### config.mk
export PLATFORM = sky130hd
export DESIGN_NAME = adder_arbiter_flat
export DESIGN_NICKNAME = d
export VERILOG_FILES = /design/src/rtl/adder_arbiter_if.sv /design/src/rtl/adder_arbiter.sv /design/src/flat_wrapper.sv
export SDC_FILE = /design/constraint.sdc
export NUM_CORES = 1
export LEC_CHECK = 0
export CAP_MARGIN = 20
export CORE_ASPECT_RATIO = 1.4
export CORE_MARGIN = 4
export CORE_UTILIZATION = 25
export CTS_CLUSTER_DIAMETER = 30
export DETAILED_ROUTE_END_ITERATION = 16
export SETUP_SLACK_MARGIN = 0.2
export SYNTH_ARGS = -nofsm -noshare
export SYNTH_HDL_FRONTEND = slang
export SYNTH_SLANG_ARGS = --single-unit
### constraint.sdc
create_clock -name clk -period 4.9 [get_ports clk]
set_clock_uncertainty 0.2 [all_clocks]
set_input_delay 0.49 -clock clk [delete_from_list [all_inputs] [get_ports clk]]
set_output_delay 0.49 -clock clk [all_outputs]
set_load 0.1 [all_outputs]
### src/rtl/adder_arbiter_if.sv
// Bundle of requester operand channels and the shared result channel for adder_arbiter.
// slave is the arbiter side, master is the requester/consumer side.
interface adder_arbiter_if #(
  parameter int WIDTH = 32
);
  logic [2:0]         req_valid;
  logic [3*WIDTH-1:0] req_a;
  logic [3*WIDTH-1:0] req_b;
  logic [2:0]         req_ready;
  logic               res_valid;
  logic               res_ready;
  logic [WIDTH-1:0]   res_sum;
  logic [1:0]         res_id;
  logic               res_ovf;
  logic [15:0]        txn_count;

  modport slave (
    input  req_valid, req_a, req_b, res_ready,
    output req_ready, res_valid, res_sum, res_id, res_ovf, txn_count
  );

  modport master (
    output req_valid, req_a, req_b, res_ready,
    input  req_ready, res_valid, res_sum, res_id, res_ovf, txn_count
  );
endinterface

### src/rtl/adder_arbiter.sv
// Three requesters share one signed adder through a single-entry result register.
// Round-robin grant starts its search at ptr, which moves past each winner.
module adder_arbiter #(
  parameter int WIDTH = 32
) (
  input  logic            clk,
  input  logic            rst_n,
  adder_arbiter_if.slave  bus
);
  localparam int N = 3;

  typedef enum logic {
    ST_EMPTY = 1'b0,
    ST_FULL  = 1'b1
  } state_e;

  state_e           state_q, state_d;
  logic [1:0]       ptr_q, ptr_d;
  logic [WIDTH-1:0] sum_q, sum_d;
  logic [1:0]       id_q, id_d;
  logic             ovf_q, ovf_d;
  logic [15:0]      cnt_q, cnt_d;

  logic [WIDTH-1:0] op_a [N];
  logic [WIDTH-1:0] op_b [N];
  logic [1:0]       cand_idx [N];
  logic [N-1:0]     cand_vld;

  logic             accept;
  logic             any_valid;
  logic [1:0]       grant_idx;
  logic             xfer;
  logic [N-1:0]     grant_vec;
  logic [WIDTH-1:0] a_sel, b_sel, sum_raw;
  logic             ovf_raw;

  // (p + k) mod 3 for p, k in 0..2
  function automatic logic [1:0] wrap_add(input logic [1:0] p, input logic [1:0] k);
    logic [2:0] s;
    s = {1'b0, p} + {1'b0, k};
    if (s >= 3'd3) s = s - 3'd3;
    return s[1:0];
  endfunction

  genvar gi;
  generate
    for (gi = 0; gi < N; gi++) begin : g_req
      assign op_a[gi]     = bus.req_a[gi*WIDTH +: WIDTH];
      assign op_b[gi]     = bus.req_b[gi*WIDTH +: WIDTH];
      assign cand_idx[gi] = wrap_add(ptr_q, 2'(gi));
      assign cand_vld[gi] = bus.req_valid[cand_idx[gi]];
    end
  endgenerate

  assign accept = (state_q == ST_EMPTY) || bus.res_ready;

  // Lowest rotated offset wins; scanning downward leaves it as the final pick.
  always_comb begin
    grant_idx = cand_idx[0];
    any_valid = 1'b0;
    for (int k = N-1; k >= 0; k--) begin
      if (cand_vld[k]) begin
        grant_idx = cand_idx[k];
        any_valid = 1'b1;
      end
    end
  end

  assign xfer      = accept && any_valid;
  assign grant_vec = (xfer && rst_n) ? (3'b001 << grant_idx) : 3'b000;

  // Single shared adder fed by the granted requester's operands.
  assign a_sel   = op_a[grant_idx];
  assign b_sel   = op_b[grant_idx];
  assign sum_raw = a_sel + b_sel;
  assign ovf_raw = (a_sel[WIDTH-1] == b_sel[WIDTH-1]) && (sum_raw[WIDTH-1] != a_sel[WIDTH-1]);

  always_comb begin
    state_d = state_q;
    ptr_d   = ptr_q;
    sum_d   = sum_q;
    id_d    = id_q;
    ovf_d   = ovf_q;
    cnt_d   = cnt_q;
    if (xfer) begin
      state_d = ST_FULL;
      ptr_d   = wrap_add(grant_idx, 2'd1);
      sum_d   = sum_raw;
      id_d    = grant_idx;
      ovf_d   = ovf_raw;
      cnt_d   = cnt_q + 16'd1;
    end else if (state_q == ST_FULL && bus.res_ready) begin
      state_d = ST_EMPTY;
    end
  end

  always_ff @(posedge clk or negedge rst_n) begin
    if (!rst_n) begin
      state_q <= ST_EMPTY;
      ptr_q   <= 2'd0;
      sum_q   <= '0;
      id_q    <= 2'd0;
      ovf_q   <= 1'b0;
      cnt_q   <= 16'd0;
    end else begin
      state_q <= state_d;
      ptr_q   <= ptr_d;
      sum_q   <= sum_d;
      id_q    <= id_d;
      ovf_q   <= ovf_d;
      cnt_q   <= cnt_d;
    end
  end

  assign bus.req_ready = grant_vec;
  assign bus.res_valid = (state_q == ST_FULL);
  assign bus.res_sum   = sum_q;
  assign bus.res_id    = id_q;
  assign bus.res_ovf   = ovf_q;
  assign bus.txn_count = cnt_q;
endmodule

### src/flat_wrapper.sv
// flat-port wrapper written by rule: the top's interface ports become plain ports
module adder_arbiter_flat 
#(
  parameter int WIDTH = 32
)
  (clk, rst_n, bus_req_valid, bus_req_a, bus_req_b, bus_res_ready, bus_req_ready, bus_res_valid, bus_res_sum, bus_res_id, bus_res_ovf, bus_txn_count);
  adder_arbiter_if #(.WIDTH(WIDTH)) bus_i ();
  input  logic clk;
  input  logic rst_n;
  input wire logic [$bits(bus_i.req_valid)-1:0] bus_req_valid;
  input wire logic [$bits(bus_i.req_a)-1:0] bus_req_a;
  input wire logic [$bits(bus_i.req_b)-1:0] bus_req_b;
  input wire logic [$bits(bus_i.res_ready)-1:0] bus_res_ready;
  output wire logic [$bits(bus_i.req_ready)-1:0] bus_req_ready;
  output wire logic [$bits(bus_i.res_valid)-1:0] bus_res_valid;
  output wire logic [$bits(bus_i.res_sum)-1:0] bus_res_sum;
  output wire logic [$bits(bus_i.res_id)-1:0] bus_res_id;
  output wire logic [$bits(bus_i.res_ovf)-1:0] bus_res_ovf;
  output wire logic [$bits(bus_i.txn_count)-1:0] bus_txn_count;
  assign bus_i.req_valid = bus_req_valid;
  assign bus_i.req_a = bus_req_a;
  assign bus_i.req_b = bus_req_b;
  assign bus_i.res_ready = bus_res_ready;
  assign bus_req_ready = bus_i.req_ready;
  assign bus_res_valid = bus_i.res_valid;
  assign bus_res_sum = bus_i.res_sum;
  assign bus_res_id = bus_i.res_id;
  assign bus_res_ovf = bus_i.res_ovf;
  assign bus_txn_count = bus_i.txn_count;
  adder_arbiter #(.WIDTH(WIDTH)) u_core (.clk(clk), .rst_n(rst_n), .bus(bus_i));
endmodule
==> results of run 1 <==
## sequential cells by signal (all words and copies together) (netlist names)
| register | count |
|---|---|
| u_core.bus.res_id | 2 |
| u_core.bus.res_sum | 32 |
| u_core.ptr_q | 2 |
| u_core.bus.res_ovf | 1 |
| u_core.bus.res_valid | 1 |
| u_core.bus.txn_count | 16 |
## path summary, 6_finish.rpt
check                      slack (ps)                       end  depth (start not counted)                      from
max                               440    u_core.bus.res_sum[29]                         18           u_core.ptr_q[0]
min                               270  u_core.bus.txn_count[15]                          1  u_core.bus.txn_count[15]
max reg2reg                       440    u_core.bus.res_sum[29]                         18           u_core.ptr_q[0]
min reg2reg                       270  u_core.bus.txn_count[15]                          1  u_core.bus.txn_count[15]
max in group asynchronous        3130    u_core.bus.res_sum[18]                          3                     rst_n
min in group asynchronous         510      u_core.bus.res_id[1]                          2                     rst_n
## layout make-up
| class | instances | area (um2) | area share, % |
|---|---|---|---|
| sequential | 54 | 1350 | 15.4 |
| clock buffer | 5 | 125 | 1.43 |
| tap | 256 | 320 | 3.66 |
| clock inverter | 3 | 28.8 | 0.329 |
| inverter | 18 | 67.6 | 0.771 |
| timing repair buffer | 303 | 3030 | 34.5 |
| multi-input combinational | 558 | 3840 | 43.9 |
## stage by stage
step                      util [%]  cells
after floorplan                  -    667
after global placement        39.8   1169
after detailed placement      39.8   1169
after CTS                     40.7   1178
after global routing          42.3   1197
final                         42.3   1197
## metal layers
metal,GRT usage (%),vias to the layer above,wire length [um]
met2,28.2,161,10100
met4,3.28,0,269
met3,2.99,15,1080
met5,0,-,0
li1,-,2918,-
met1,15.7,2656,7270
## cell usage in the layout, fill, tap and decap left out, types with 3 or more instances in the layout
cell and n:
sky130_fd_sc_hd__and3_1 11, sky130_fd_sc_hd__ha_2 4, sky130_fd_sc_hd__a21o_1 9, sky130_fd_sc_hd__o211ai_1 6, sky130_fd_sc_hd__nand4_1 10, sky130_fd_sc_hd__nor2_1 15
sky130_fd_sc_hd__dfrtp_1 54, sky130_fd_sc_hd__o21ai_1 76, sky130_fd_sc_hd__nor2b_1 4, sky130_fd_sc_hd__mux2i_1 61, sky130_fd_sc_hd__buf_12 4, sky130_fd_sc_hd__xnor2_1 23
sky130_fd_sc_hd__a21oi_2 5, sky130_fd_sc_hd__and2_1 5, sky130_fd_sc_hd__nand3_2 3, sky130_fd_sc_hd__clkdlybuf4s50_1 248, sky130_fd_sc_hd__ha_1 32, sky130_fd_sc_hd__a21oi_1 24
sky130_fd_sc_hd__xor2_1 17, sky130_fd_sc_hd__or3_1 3, sky130_fd_sc_hd__nand2_1 129, sky130_fd_sc_hd__nor3_1 3, sky130_fd_sc_hd__nand2b_1 9, sky130_fd_sc_hd__nand3_1 11
sky130_fd_sc_hd__o21bai_1 5, sky130_fd_sc_hd__inv_1 15, sky130_fd_sc_hd__nand3b_1 5, sky130_fd_sc_hd__buf_4 44, sky130_fd_sc_hd__o21ai_0 31, sky130_fd_sc_hd__inv_2 3
sky130_fd_sc_hd__o21ai_2 5, sky130_fd_sc_hd__and4_1 3, sky130_fd_sc_hd__clkbuf_16 8, sky130_fd_sc_hd__a31oi_1 3
## critical path, delay by kind of cell (launching register included)
kind | cells | cell delay, ps
simple gates | 6 | 1150
compound gates | 6 | 1110
fa+ha+maj | 2 | 610
mux | 2 | 530
flops | 1 | 430
buf+inv | 2 | 310
## cell families (layout without fill, tap and decap cells)
logic type / count (synthesis) / in the layout / synth area share [%]
XOR/XNOR: 40 / 40 / 6.59
AND/OR/NAND/NOR: 222 / 222 / 19.6
adder cells (fa/ha/maj): 39 / 39 / 9.33
multiplexers: 64 / 64 / 12.1
buffers and inverters: 55 / 329 / 4.80
flip-flops: 54 / 54 / 25.4
AO/OA/AOI/OAI: 193 / 193 / 22.2
## repair_timing
item | 4_1_cts | 5_1_grt
resized for setup | 4 | 34
endpoints found under the setup margin | 5 | 14
hold buffers | 1 | 0
pin swaps | 0 | 13
cloned | 0 | 3
hold endpoints to repair | 3 | 0
setup buffers | 0 | 16
==> out/metrics.csv, run 1 <==
stage,metric,value,unit
synth,main_area_contributors_after_synthesis,"sky130_fd_sc_hd__dfrtp_1 25%, sky130_fd_sc_hd__mux2i_1 12%, sky130_fd_sc_hd__nand2_1 9.1%",
worst_setup_path,setup.worst_path.class,register to register,
cts,cts-htree-levels,2,
synth,synth.yosys.warnings,0,
grt,grt_usage,14.4,%
detailed_routing,post-route-drc-count,0,
detailed_routing,vias,5750,
synth,synth.avg_cell_area,7.96,um2
detailed_routing,drt.antenna.violating_nets,0,
layout,diodes,0,
sta,setup_repair_after_global_routing_missed_its_margin,yes,
flow_run,timing.max_cap.violations,0,
worst_setup_path,critical_path_required,4890,ps
layout,layout.filler_cells,2098,
detailed_routing,dr.first_iter.drc_count,220,
worst_setup_path,crit_path_max_incr_delay,430,ps
worst_setup_path,setup.worst_path.end_class,register,
cts,cts_made_buffers,5,
layout,final_net_count,1177,
layout,final_layout_size_suffix_gt1_share,10.9,%
synth,yosys.cell_count.top_type,sky130_fd_sc_hd__nand2_1,
sta,timing.final.max_slew_violations,0,
sta,layout_min_cycle_time,4460,ps
cts,clkTransAtPathRegs,80,ps
synth,number_of_synthesized_flops_with_an_enable_pin,0,
worst_setup_path,crit_path_cell_trace,inv_2 > ha_4 > mux2_1 > o2bb2ai_1 > o21a_4 > or2_4 > buf_16 > mux2i_1 > o21ai_1 > ha_1 > and4_1 > and3_1 > a32oi_2 > nand3_2 > nand3_1 > and3_2 > o21ai_1 > a221o_1,
sta,timing.hold.ws,274,ps
cts,cts_tree,done,
sta,final.period_utilization,91.0,%
sta,fmax,224,MHz
detailed_routing,vias_per_std_cell,4.80,
sta,timing.final.setup_violations,0,
die,ioPinCount,253,
worst_setup_path,critPathMaxFanout,18,
die,num_rows,62,
synth,synth.top_cells.by_count,"129 x sky130_fd_sc_hd__nand2_1, 76 x sky130_fd_sc_hd__o21ai_1, 63 x sky130_fd_sc_hd__mux2i_1",
run_status,run_status,"finished, final reports clean",
die,fp.dieArea,0.0237,mm2
worst_setup_path,worst_ep_arrival_time,4450,ps
grt,grt_start_max_net_pins,36,
worst_setup_path,cpMaxStageDelayCell,sky130_fd_sc_hd__dfrtp_1,
die,chipHeight,180,um
sta,setup_total_negative_slack,0,ps
die,placeable_core_region,0.0207,mm2
grt,grt_antenna_before_repair,0,
synth,synth.ff_latch_count,54,
worst_hold_path,holdCritPathClass,register to register,
synth,netlist_instances,667,
synth,yosys.cell_types.count,65,
detailed_routing,detail_route.wl_per_cell,15.6,um
sta,finalHoldViolations,0,
worst_setup_path,start_kind,register,
die,initial_utilization,25.6,%
sta,tightestPinTransition,1040,ps
synth,synth_largest_type_area_fraction,25.4,%
cts,clockBufferDepth,2,
sta,relSlewSlack,30.4,%
synth,synth_async_sr_flop_share,100,%
placement,post_dp_cell_area,0.00825,mm2
cts,clock-root-buffer,sky130_fd_sc_hd__clkbuf_16,
layout,syn_to_final_growth,64.9,%
synth,synth_top_flop_cell,sky130_fd_sc_hd__dfrtp_1,
detailed_routing,drt_pre_antenna_iters,4,
grt,number_of_global_route_vias_before_repair,5728,
die,die_w,131,um
cts,cts.sinks,54,
grt,grt_overflow_total,0,
placement,place_worst_setup_slack,-52.2,ps
sta,finalWorstSetupSlack,439,ps
synth,synthesis.nets,904,
placement,dp_hpwl,15100,um
worst_setup_path,worst_path_most_repeated_cell,sky130_fd_sc_hd__o21ai_1,
grt,grt_pass1_wl,28400,um
placement,portBuffers,252,
placement,last_weighted_congestion_value_of_the_routability_driven_placer,0.790,
layout,final_area,0.00876,mm2
synth,cell_area_after_technology_mapping,0.00531,mm2
detailed_routing,drt-total-wl,18700,um
cts,insertion_delay,300,ps
synth,post_synth_top_area_cell,sky130_fd_sc_hd__dfrtp_1,
synth,ys_seq_area_share,25.4,%
Power of run 1 is not shown: default switching activity piles up to over one toggle a cycle in this logic, so the estimate is an artifact.
==> inputs of run 2 (changes only) <==
--- a/config.mk
+++ b/config.mk
@@ -11,6 +11,8 @@
 export CORE_UTILIZATION = 25
 export CTS_CLUSTER_DIAMETER = 30
 export DETAILED_ROUTE_END_ITERATION = 16
+export GPL_ROUTABILITY_DRIVEN = 0
+export GPL_TIMING_DRIVEN = 0
 export SETUP_SLACK_MARGIN = 0.2
 export SYNTH_ARGS = -nofsm -noshare
 export SYNTH_HDL_FRONTEND = slang
==> run 2 against run 1 <==
Compared with the run above:
- register-to-register slack worse by 190 ps
- maximum frequency fell by 4.1%
- first-iteration DRC count shrank 21%
- die area did not move
- cell count grew 2.4%
- highest routed layer unchanged
==> out/metrics.csv, run 2 (synthesis gave the netlist of run 1 again) <==
stage,metric,value,unit,change
detailed_routing,drt.antenna.violating_nets,0,,unchanged
layout,final_net_count,1206,,was 1177
worst_setup_path,setup.worst_path.end_class,register,,unchanged
grt,grt_pass1_wl,30900,um,was 28400 um
sta,relSlewSlack,30.3,%,was 30.4%
worst_setup_path,r2r_setup_slack,250,ps,was 440 ps
die,num_rows,62,,unchanged
layout,layout_common_cells,"247 x sky130_fd_sc_hd__clkdlybuf4s50_1, 129 x sky130_fd_sc_hd__nand2_1, 75 x sky130_fd_sc_hd__o21ai_1, 58 x sky130_fd_sc_hd__mux2i_1, 54 x sky130_fd_sc_hd__dfrtp_1",,"was 248 x sky130_fd_sc_hd__clkdlybuf4s50_1, 129 x sky130_fd_sc_hd__nand2_1, 76 x sky130_fd_sc_hd__o21ai_1, 61 x sky130_fd_sc_hd__mux2i_1, 54 x sky130_fd_sc_hd__dfrtp_1"
worst_setup_path,worst_r2r_startpoint,u_core.ptr_q[1],,was u_core.ptr_q[0]
worst_setup_path,worst_ep_arrival_time,4640,ps,was 4450 ps
die,initial_utilization,25.6,%,unchanged
detailed_routing,post-route-drc-count,0,,unchanged
cts,cts-htree-levels,2,,unchanged
sta,finalHoldViolations,0,,unchanged
grt,grt_usage,16.0,%,was 14.4%
cts,clockBufferDepth,2,,unchanged
sta,fmax,215,MHz,was 224 MHz
flow_run,timing.max_cap.violations,0,,unchanged
layout,final_layout_size_suffix_gt1_share,14.0,%,was 10.9%
layout,final_common_cell,sky130_fd_sc_hd__clkdlybuf4s50_1,,unchanged
cts,post_cts_hold_buffer_count,0,,was 1
cts,cts_made_buffers,5,,unchanged
grt,number_of_global_route_vias_before_repair,5933,,was 5728
die,ioPinCount,253,,unchanged
placement,place_worst_setup_slack,-1190,ps,was -52.2 ps
placement,post_dp_cell_area,0.00816,mm2,was 0.00825 mm2
sta,final.period_utilization,94.9,%,was 91.0%
placement,portBuffers,251,,was 252
sta,layout_min_cycle_time,4650,ps,was 4460 ps
sta,timing.hold.ws,18.7,ps,was 274 ps
die,fp.dieArea,0.0237,mm2,unchanged
cts,cts.sinks,54,,unchanged
detailed_routing,drt-total-wl,20300,um,was 18700 um
layout,final_area,0.00903,mm2,was 0.00876 mm2
cts,insertion_delay,300,ps,about the same
grt,grt_overflow_total,0,,unchanged
worst_setup_path,start_kind,register,,unchanged
worst_hold_path,holdCritPathClass,input pin to async pin,,was register to register
die,chipHeight,180,um,unchanged
layout,syn_to_final_growth,70.0,%,was 64.9%
worst_setup_path,critPathMaxFanout,8,,was 18
layout,diodes,0,,unchanged
detailed_routing,detail_route.wl_per_cell,16.5,um,was 15.6 um
worst_setup_path,setup.worst_path.class,register to register,,unchanged
layout,flip_flop_count_of_the_largest_register_after_layout,32,,unchanged
worst_setup_path,rr_worst_depth,20,,was 18
sta,finalWorstSetupSlack,249,ps,was 439 ps
sta,timing.final.max_slew_violations,0,,unchanged
sta,setup_repair_after_global_routing_missed_its_margin,yes,,unchanged
detailed_routing,drt_pre_antenna_iters,4,,unchanged
detailed_routing,dr.first_iter.drc_count,174,,was 220
worst_setup_path,origin_of_the_worst_setup_path,u_core.ptr_q[1],,was u_core.ptr_q[0]
sta,tightestPinTransition,1040,ps,about the same
worst_setup_path,critical_path_required,4890,ps,about the same
grt,grt_start_max_net_pins,31,,was 36
sta,timing.final.setup_violations,0,,unchanged
detailed_routing,vias,5914,,was 5750
grt,grt_antenna_before_repair,0,,unchanged
worst_setup_path,regToRegEndpoint,u_core.bus.res_sum[29],,unchanged
detailed_routing,vias_per_std_cell,4.82,,was 4.80
die,die_w,131,um,unchanged
placement,dp_hpwl,16400,um,was 15100 um
cts,cts_tree,done,,unchanged
die,placeable_core_region,0.0207,mm2,unchanged
run_status,run_status,"finished, final reports clean",,unchanged
cts,clkTransAtPathRegs,80,ps,about the same
cts,clock-root-buffer,sky130_fd_sc_hd__clkbuf_16,,unchanged
run 2: cell types whose count changed in the layout (fill, tap and decap cells not counted), sizes merged:
| cell | previous run | this run |
|---|---|---|
| buf | 51 | 68 |
| clkbuf | 8 | 20 |
| clkdlybuf4s50 | 248 | 247 |
| dlygate4sd3 | 1 | 0 |
| dlymetal6s2s | 0 | 2 |
run 2: cell type report:
cell class | count | area (um2)
buffer | 37 | 295
multi-input combinational | 558 | 3950
timing repair buffer | 295 | 2890
clock inverter | 3 | 26.3
inverter | 18 | 67.6
tap | 256 | 320
fill | 2088 | 11700
sequential | 54 | 1350
clock buffer | 5 | 125
run 2: routing by layer:
metal / up-vias / part of all wire, % / GRT usage, %
met1: 2730 / 39 / 17.8
met3: 18 / 5.2 / 2.99
li1: 2982 / - / -
met5: - / 0 / 0
met4: 0 / 1.8 / 3.99
met2: 184 / 54 / 31.1
run 2: worst max path at each step:
| stage | to | slack, ps | depth (start not counted) |
|---|---|---|---|
| final | u_core.bus.res_sum[29] | 250 | 20 |
| after detailed placement | u_core.bus.res_sum[30] | -1190 | 19 |
| after CTS | u_core.bus.res_sum[21] | 210 | 22 |
| after global routing | u_core.bus.res_sum[29] | 100 | 20 |
| after floorplan | u_core.bus.res_sum[29] | 410 | 20 |
| after global placement | u_core.bus.res_sum[28] | -1140 | 19 |
run 2: repair_timing:
| item | 4_1_cts | 5_1_grt |
|---|---|---|
| gates cloned | 0 | 1 |
| gates resized for setup | 40 | 69 |
| endpoints found under the setup margin | 26 | 20 |
| pin swaps | 8 | 39 |
| buffers inserted | 13 | 29 |
run 2: through the flow:
stage	TNS [ps]	cells	utilization (%)
after CTS	0	1196	41.5
after detailed placement	-13470	1175	39.4
after global routing	0	1226	43.6
final	0	1226	43.6
after floorplan	0	667	-
after global placement	-13040	1174	39.3
run 2: critical path, stage by stage (launching register included):
cell and delay [ps]:
sky130_fd_sc_hd__dfrtp_1 440, sky130_fd_sc_hd__buf_4 160, sky130_fd_sc_hd__ha_1 200, sky130_fd_sc_hd__nand2b_1 190, sky130_fd_sc_hd__o2bb2ai_2 140, sky130_fd_sc_hd__o21a_4 230, sky130_fd_sc_hd__or2_4 250, sky130_fd_sc_hd__buf_12 160
sky130_fd_sc_hd__buf_12 130, sky130_fd_sc_hd__buf_4 130, sky130_fd_sc_hd__mux2i_1 110, sky130_fd_sc_hd__o21ai_1 250, sky130_fd_sc_hd__ha_4 270, sky130_fd_sc_hd__and4_1 200, sky130_fd_sc_hd__and3_1 200, sky130_fd_sc_hd__a32oi_2 310
sky130_fd_sc_hd__nand3_2 200, sky130_fd_sc_hd__nand3_2 130, sky130_fd_sc_hd__and3_4 220, sky130_fd_sc_hd__o21ai_1 70, sky130_fd_sc_hd__a221o_1 340
Power of run 2 is left out for the same reason.
==> inputs of run 3 (changes only) <==
--- a/config.mk
+++ b/config.mk
@@ -5,6 +5,7 @@
 export SDC_FILE = /design/constraint.sdc
 export NUM_CORES = 1
 export LEC_CHECK = 0
+export ABC_AREA = 1
 export CAP_MARGIN = 20
 export CORE_ASPECT_RATIO = 1.4
 export CORE_MARGIN = 4
@@ -12,7 +13,6 @@
 export CTS_CLUSTER_DIAMETER = 30
 export DETAILED_ROUTE_END_ITERATION = 16
 export GPL_ROUTABILITY_DRIVEN = 0
-export GPL_TIMING_DRIVEN = 0
 export SETUP_SLACK_MARGIN = 0.2
 export SYNTH_ARGS = -nofsm -noshare
 export SYNTH_HDL_FRONTEND = slang
==> constraint.sdc (replaced) <==
create_clock -name clk -period 5.77 [get_ports clk]
set_clock_uncertainty 0.2 [all_clocks]
set_input_delay 0.577 -clock clk [delete_from_list [all_inputs] [get_ports clk]]
set_output_delay 0.577 -clock clk [all_outputs]
set_load 0.1 [all_outputs]
==> run 3 against run 2 <==
Compared with the run above:
- critical path type is now input pin to register
- critical path depth up 3
- worst setup slack better by 810 ps
- sequential share of layout area up 1.1 points
- first-iteration DRC count up 130%
- wire length up 2.3%
- core utilization down 4.9 points
- die area up 3.5%
- sequential cell count unchanged
- register-to-register slack better by 870 ps
- final area down 6.6%
- synthesized area up 3.7%
==> out/metrics.csv, run 3 <==
stage,metric,value,unit,change
grt,grt_antenna_before_repair,0,,unchanged
cts,cts-htree-levels,2,,unchanged
worst_hold_path,holdCritPathClass,register to register,,was input pin to async pin
sta,timing.final.max_slew_violations,0,,unchanged
sta,setup_repair_after_global_routing_missed_its_margin,no,,was yes
worst_setup_path,worst_ep_arrival_time,4690,ps,was 4640 ps
sta,setup_total_negative_slack,0,ps,unchanged
cts,cts_made_buffers,5,,unchanged
worst_setup_path,crit_path_max_incr_delay,540,ps,was 440 ps
sta,final.period_utilization,81.6,%,
layout,flip_flop_count_of_the_largest_register_after_layout,32,,unchanged
layout,layout.area.seq,0.00135,mm2,unchanged
synth,synth.top_cells.by_count,"154 x sky130_fd_sc_hd__nand2_1, 104 x sky130_fd_sc_hd__o21ai_0, 103 x sky130_fd_sc_hd__nand3_1",,"was 129 x sky130_fd_sc_hd__nand2_1, 76 x sky130_fd_sc_hd__o21ai_1, 63 x sky130_fd_sc_hd__mux2i_1"
detailed_routing,drt.antenna.violating_nets,0,,unchanged
worst_setup_path,crit_path_cell_trace,clkdlybuf4s50_1 > inv_1 > nand2_1 > o211ai_2 > nand2_1 > nor2_1 > nand2_1 > nand2_4 > inv_2 > buf_4 > nor2_1 > o21ai_1 > ha_1 > a21o_1 > a31oi_1 > o21ai_0 > a21oi_1 > nand2_1 > nand2_1 > nand2_1 > or2_2 > nand3_1 > nand2_1,,was buf_4 > ha_1 > nand2b_1 > o2bb2ai_2 > o21a_4 > or2_4 > buf_12 > buf_12 > buf_4 > mux2i_1 > o21ai_1 > ha_4 > and4_1 > and3_1 > a32oi_2 > nand3_2 > nand3_2 > and3_4 > o21ai_1 > a221o_1
detailed_routing,dr.first_iter.drc_count,408,,was 174
cts,post_cts_hold_buffer_count,0,,unchanged
placement,post_dp_cell_area,0.00827,mm2,was 0.00816 mm2
sta,layout_min_cycle_time,4710,ps,
sta,fmax,212,MHz,
layout,layout_common_cells,"248 x sky130_fd_sc_hd__clkdlybuf4s50_1, 154 x sky130_fd_sc_hd__nand2_1, 104 x sky130_fd_sc_hd__o21ai_0, 103 x sky130_fd_sc_hd__nand3_1, 100 x sky130_fd_sc_hd__nor2_1",,"was 247 x sky130_fd_sc_hd__clkdlybuf4s50_1, 129 x sky130_fd_sc_hd__nand2_1, 75 x sky130_fd_sc_hd__o21ai_1, 58 x sky130_fd_sc_hd__mux2i_1, 54 x sky130_fd_sc_hd__dfrtp_1"
die,chipHeight,184,um,was 180 um
die,placeable_core_region,0.0218,mm2,was 0.0207 mm2
synth,synth_async_sr_flop_share,100,%,unchanged
grt,grt_start_max_net_pins,132,,was 31
synth,synth_top_flop_cell,sky130_fd_sc_hd__dfrtp_1,,unchanged
worst_setup_path,critPathMaxFanout,41,,was 8
detailed_routing,vias,6439,,was 5914
die,die_w,133,um,was 131 um
detailed_routing,drt_pre_antenna_iters,5,,was 4
die,initial_utilization,25.3,%,was 25.6%
synth,yosys.cell_count.top_type,sky130_fd_sc_hd__nand2_1,,unchanged
worst_setup_path,crit_path_end,u_core.bus.res_sum[26],,was u_core.bus.res_sum[29]
worst_setup_path,setup.worst_path.end_class,register,,unchanged
worst_setup_path,worst_r2r_startpoint,u_core.ptr_q[0],,was u_core.ptr_q[1]
sta,relSlewSlack,30.2,%,was 30.3%
detailed_routing,post-route-drc-count,0,,unchanged
placement,dp_hpwl,16800,um,was 16400 um
detailed_routing,drt-total-wl,20800,um,was 20300 um
detailed_routing,detail_route.wl_per_cell,15.2,um,was 16.5 um
flow_run,timing.max_cap.violations,0,,unchanged
cts,cts_tree,done,,unchanged
placement,portBuffers,252,,was 251
die,num_rows,64,,was 62
synth,synth.avg_cell_area,6.52,um2,was 7.96 um2
worst_setup_path,critical_path_required,5750,ps,was 4890 ps
cts,cts.sinks,54,,unchanged
worst_setup_path,cpMaxStageDelayCell,sky130_fd_sc_hd__inv_2,,was sky130_fd_sc_hd__dfrtp_1
worst_setup_path,setup.worst_path.class,input pin to register,,was register to register
worst_setup_path,regToRegEndpoint,u_core.bus.res_sum[26],,was u_core.bus.res_sum[29]
placement,dpl.cell_count,1359,,was 1175
detailed_routing,vias_per_std_cell,4.71,,was 4.82
layout,syn_to_final_growth,53.1,%,was 70.0%
grt,grt_usage,16.2,%,was 16.0%
cts,clkTransAtPathRegs,70,ps,was 80 ps
die,ioPinCount,253,,unchanged
layout,layout.filler_cells,2341,,was 2088
synth,number_of_synthesized_flops_with_an_enable_pin,0,,unchanged
cts,insertion_delay,290,ps,was 300 ps
layout,final_layout_size_suffix_gt1_share,4.39,%,was 14.0%
cts,cts_setup_buffers,0,,was 13
layout,layout.cells.non_filler,1367,,was 1226
sta,timing.final.setup_violations,0,,unchanged
synth,cell_area_after_technology_mapping,0.00551,mm2,was 0.00531 mm2
grt,grt_pass1_wl,32500,um,was 30900 um
worst_setup_path,start_kind,input pin,,was register
layout,multiInputGateArea,0.00376,mm2,was 0.00395 mm2
layout,final_net_count,1306,,was 1206
layout,postLayoutCoreUtil,38.7,%,was 43.6%
synth,ys_seq_area_share,24.5,%,was 25.4%
cts,clock-root-buffer,sky130_fd_sc_hd__clkbuf_16,,unchanged
layout,diodes,0,,unchanged
layout,final_area,0.00844,mm2,was 0.00903 mm2
synth,yosys.cell_types.count,41,,was 65
synth,synthesis.nets,1082,,was 904
grt,grt_overflow_total,0,,unchanged
synth,synth.ff_latch_count,54,,unchanged
layout,final_common_cell,sky130_fd_sc_hd__clkdlybuf4s50_1,,unchanged
sta,finalHoldViolations,0,,unchanged
grt,number_of_global_route_vias_before_repair,6279,,was 5933
synth,main_area_contributors_after_synthesis,"sky130_fd_sc_hd__dfrtp_1 25%, sky130_fd_sc_hd__nand2_1 10%, sky130_fd_sc_hd__o21ai_0 9.4%",,"was sky130_fd_sc_hd__dfrtp_1 25%, sky130_fd_sc_hd__mux2i_1 12%, sky130_fd_sc_hd__nand2_1 9.1%"
worst_setup_path,worst_path_most_repeated_cell,sky130_fd_sc_hd__nand2_1,,
die,fp.dieArea,0.0245,mm2,was 0.0237 mm2
run_status,run_status,"finished, final reports clean",,unchanged
cts,post_cts_resized,0,,was 40
synth,synth.yosys.warnings,0,,unchanged
sta,tightestPinTransition,1040,ps,about the same
worst_setup_path,rr_worst_depth,23,,was 20
worst_setup_path,r2r_setup_slack,1120,ps,was 250 ps
worst_setup_path,origin_of_the_worst_setup_path,bus_req_valid[1],,was u_core.ptr_q[1]
synth,synth_largest_type_area_fraction,24.5,%,was 25.4%
synth,post_synth_top_area_cell,sky130_fd_sc_hd__dfrtp_1,,unchanged
synth,netlist_instances,845,,was 667
cts,clockBufferDepth,2,,unchanged
## run 3: changes by cell type after synthesis, sizes merged, moves of 12 or more
cell	previous run	this run
inv	18	55
o21ai	112	162
nand3	14	108
nand2	129	160
and3	12	0
nor2	15	104
mux2i	63	0
## run 3: logic make-up (layout without fill, tap and decap cells)
logic type	Yosys count	in the layout	synth area share, %
adders and majority gates	39	39	8.99
buffers and inverters	97	322	7.54
AOI/OAI and AO/OA	227	227	22.0
DFF	54	54	24.5
muxes	1	1	0.204
xor gates and xnor gates	34	34	5.40
and+or+nand+nor	393	393	31.4
## run 3: worst min path at each step
| stage | cells after the start | from | slack (ps) | end |
|---|---|---|---|---|
| finish | 1 | u_core.bus.txn_count[15] | 280 | u_core.bus.txn_count[15] |
| global route | 1 | u_core.bus.txn_count[15] | 290 | u_core.bus.txn_count[15] |
| CTS | 1 | u_core.bus.txn_count[15] | 280 | u_core.bus.txn_count[15] |
| detailed placement | 1 | u_core.bus.txn_count[15] | 270 | u_core.bus.txn_count[15] |
| global placement | 2 | u_core.bus.res_sum[5] | 260 | u_core.bus.res_sum[5] |
| floorplan | 0 | rst_n | 80 | u_core.bus.res_id[0] |
## run 3: through the flow
stage,hold WS [ps],setup WS [ps]
floorplan,81.4,1820
global placement,264,857
detailed placement,268,792
CTS,280,1100
global route,285,666
finish,276,1060
## run 3: cell type report
cell class,instances,share of cell area [%]
multi-input cells,694,44.5
repair buffers,259,30.7
flip-flops and latches,54,16.0
well taps,297,4.40
inverters,55,2.45
clock buffers,7,1.57
clock inverters,1,0.356
## run 3: routing by layer
layer	part of all wire, %	up-vias	global-route usage (%)
li1	-	3315	-
met1	42	2887	19.7
met2	51	218	30.6
met3	5.5	19	2.00
met4	1.3	0	3.21
met5	0	-	0
## run 3: critical path: cells and delay by family
| kind | cells | cell delay [ps] |
|---|---|---|
| and+or+nand+nor | 12 | 1270 |
| AOI/OAI and AO/OA | 6 | 940 |
| buffers and inverters | 4 | 1520 |
| adders and majority gates | 1 | 330 |
Power of run 3 is left out for the same reason.
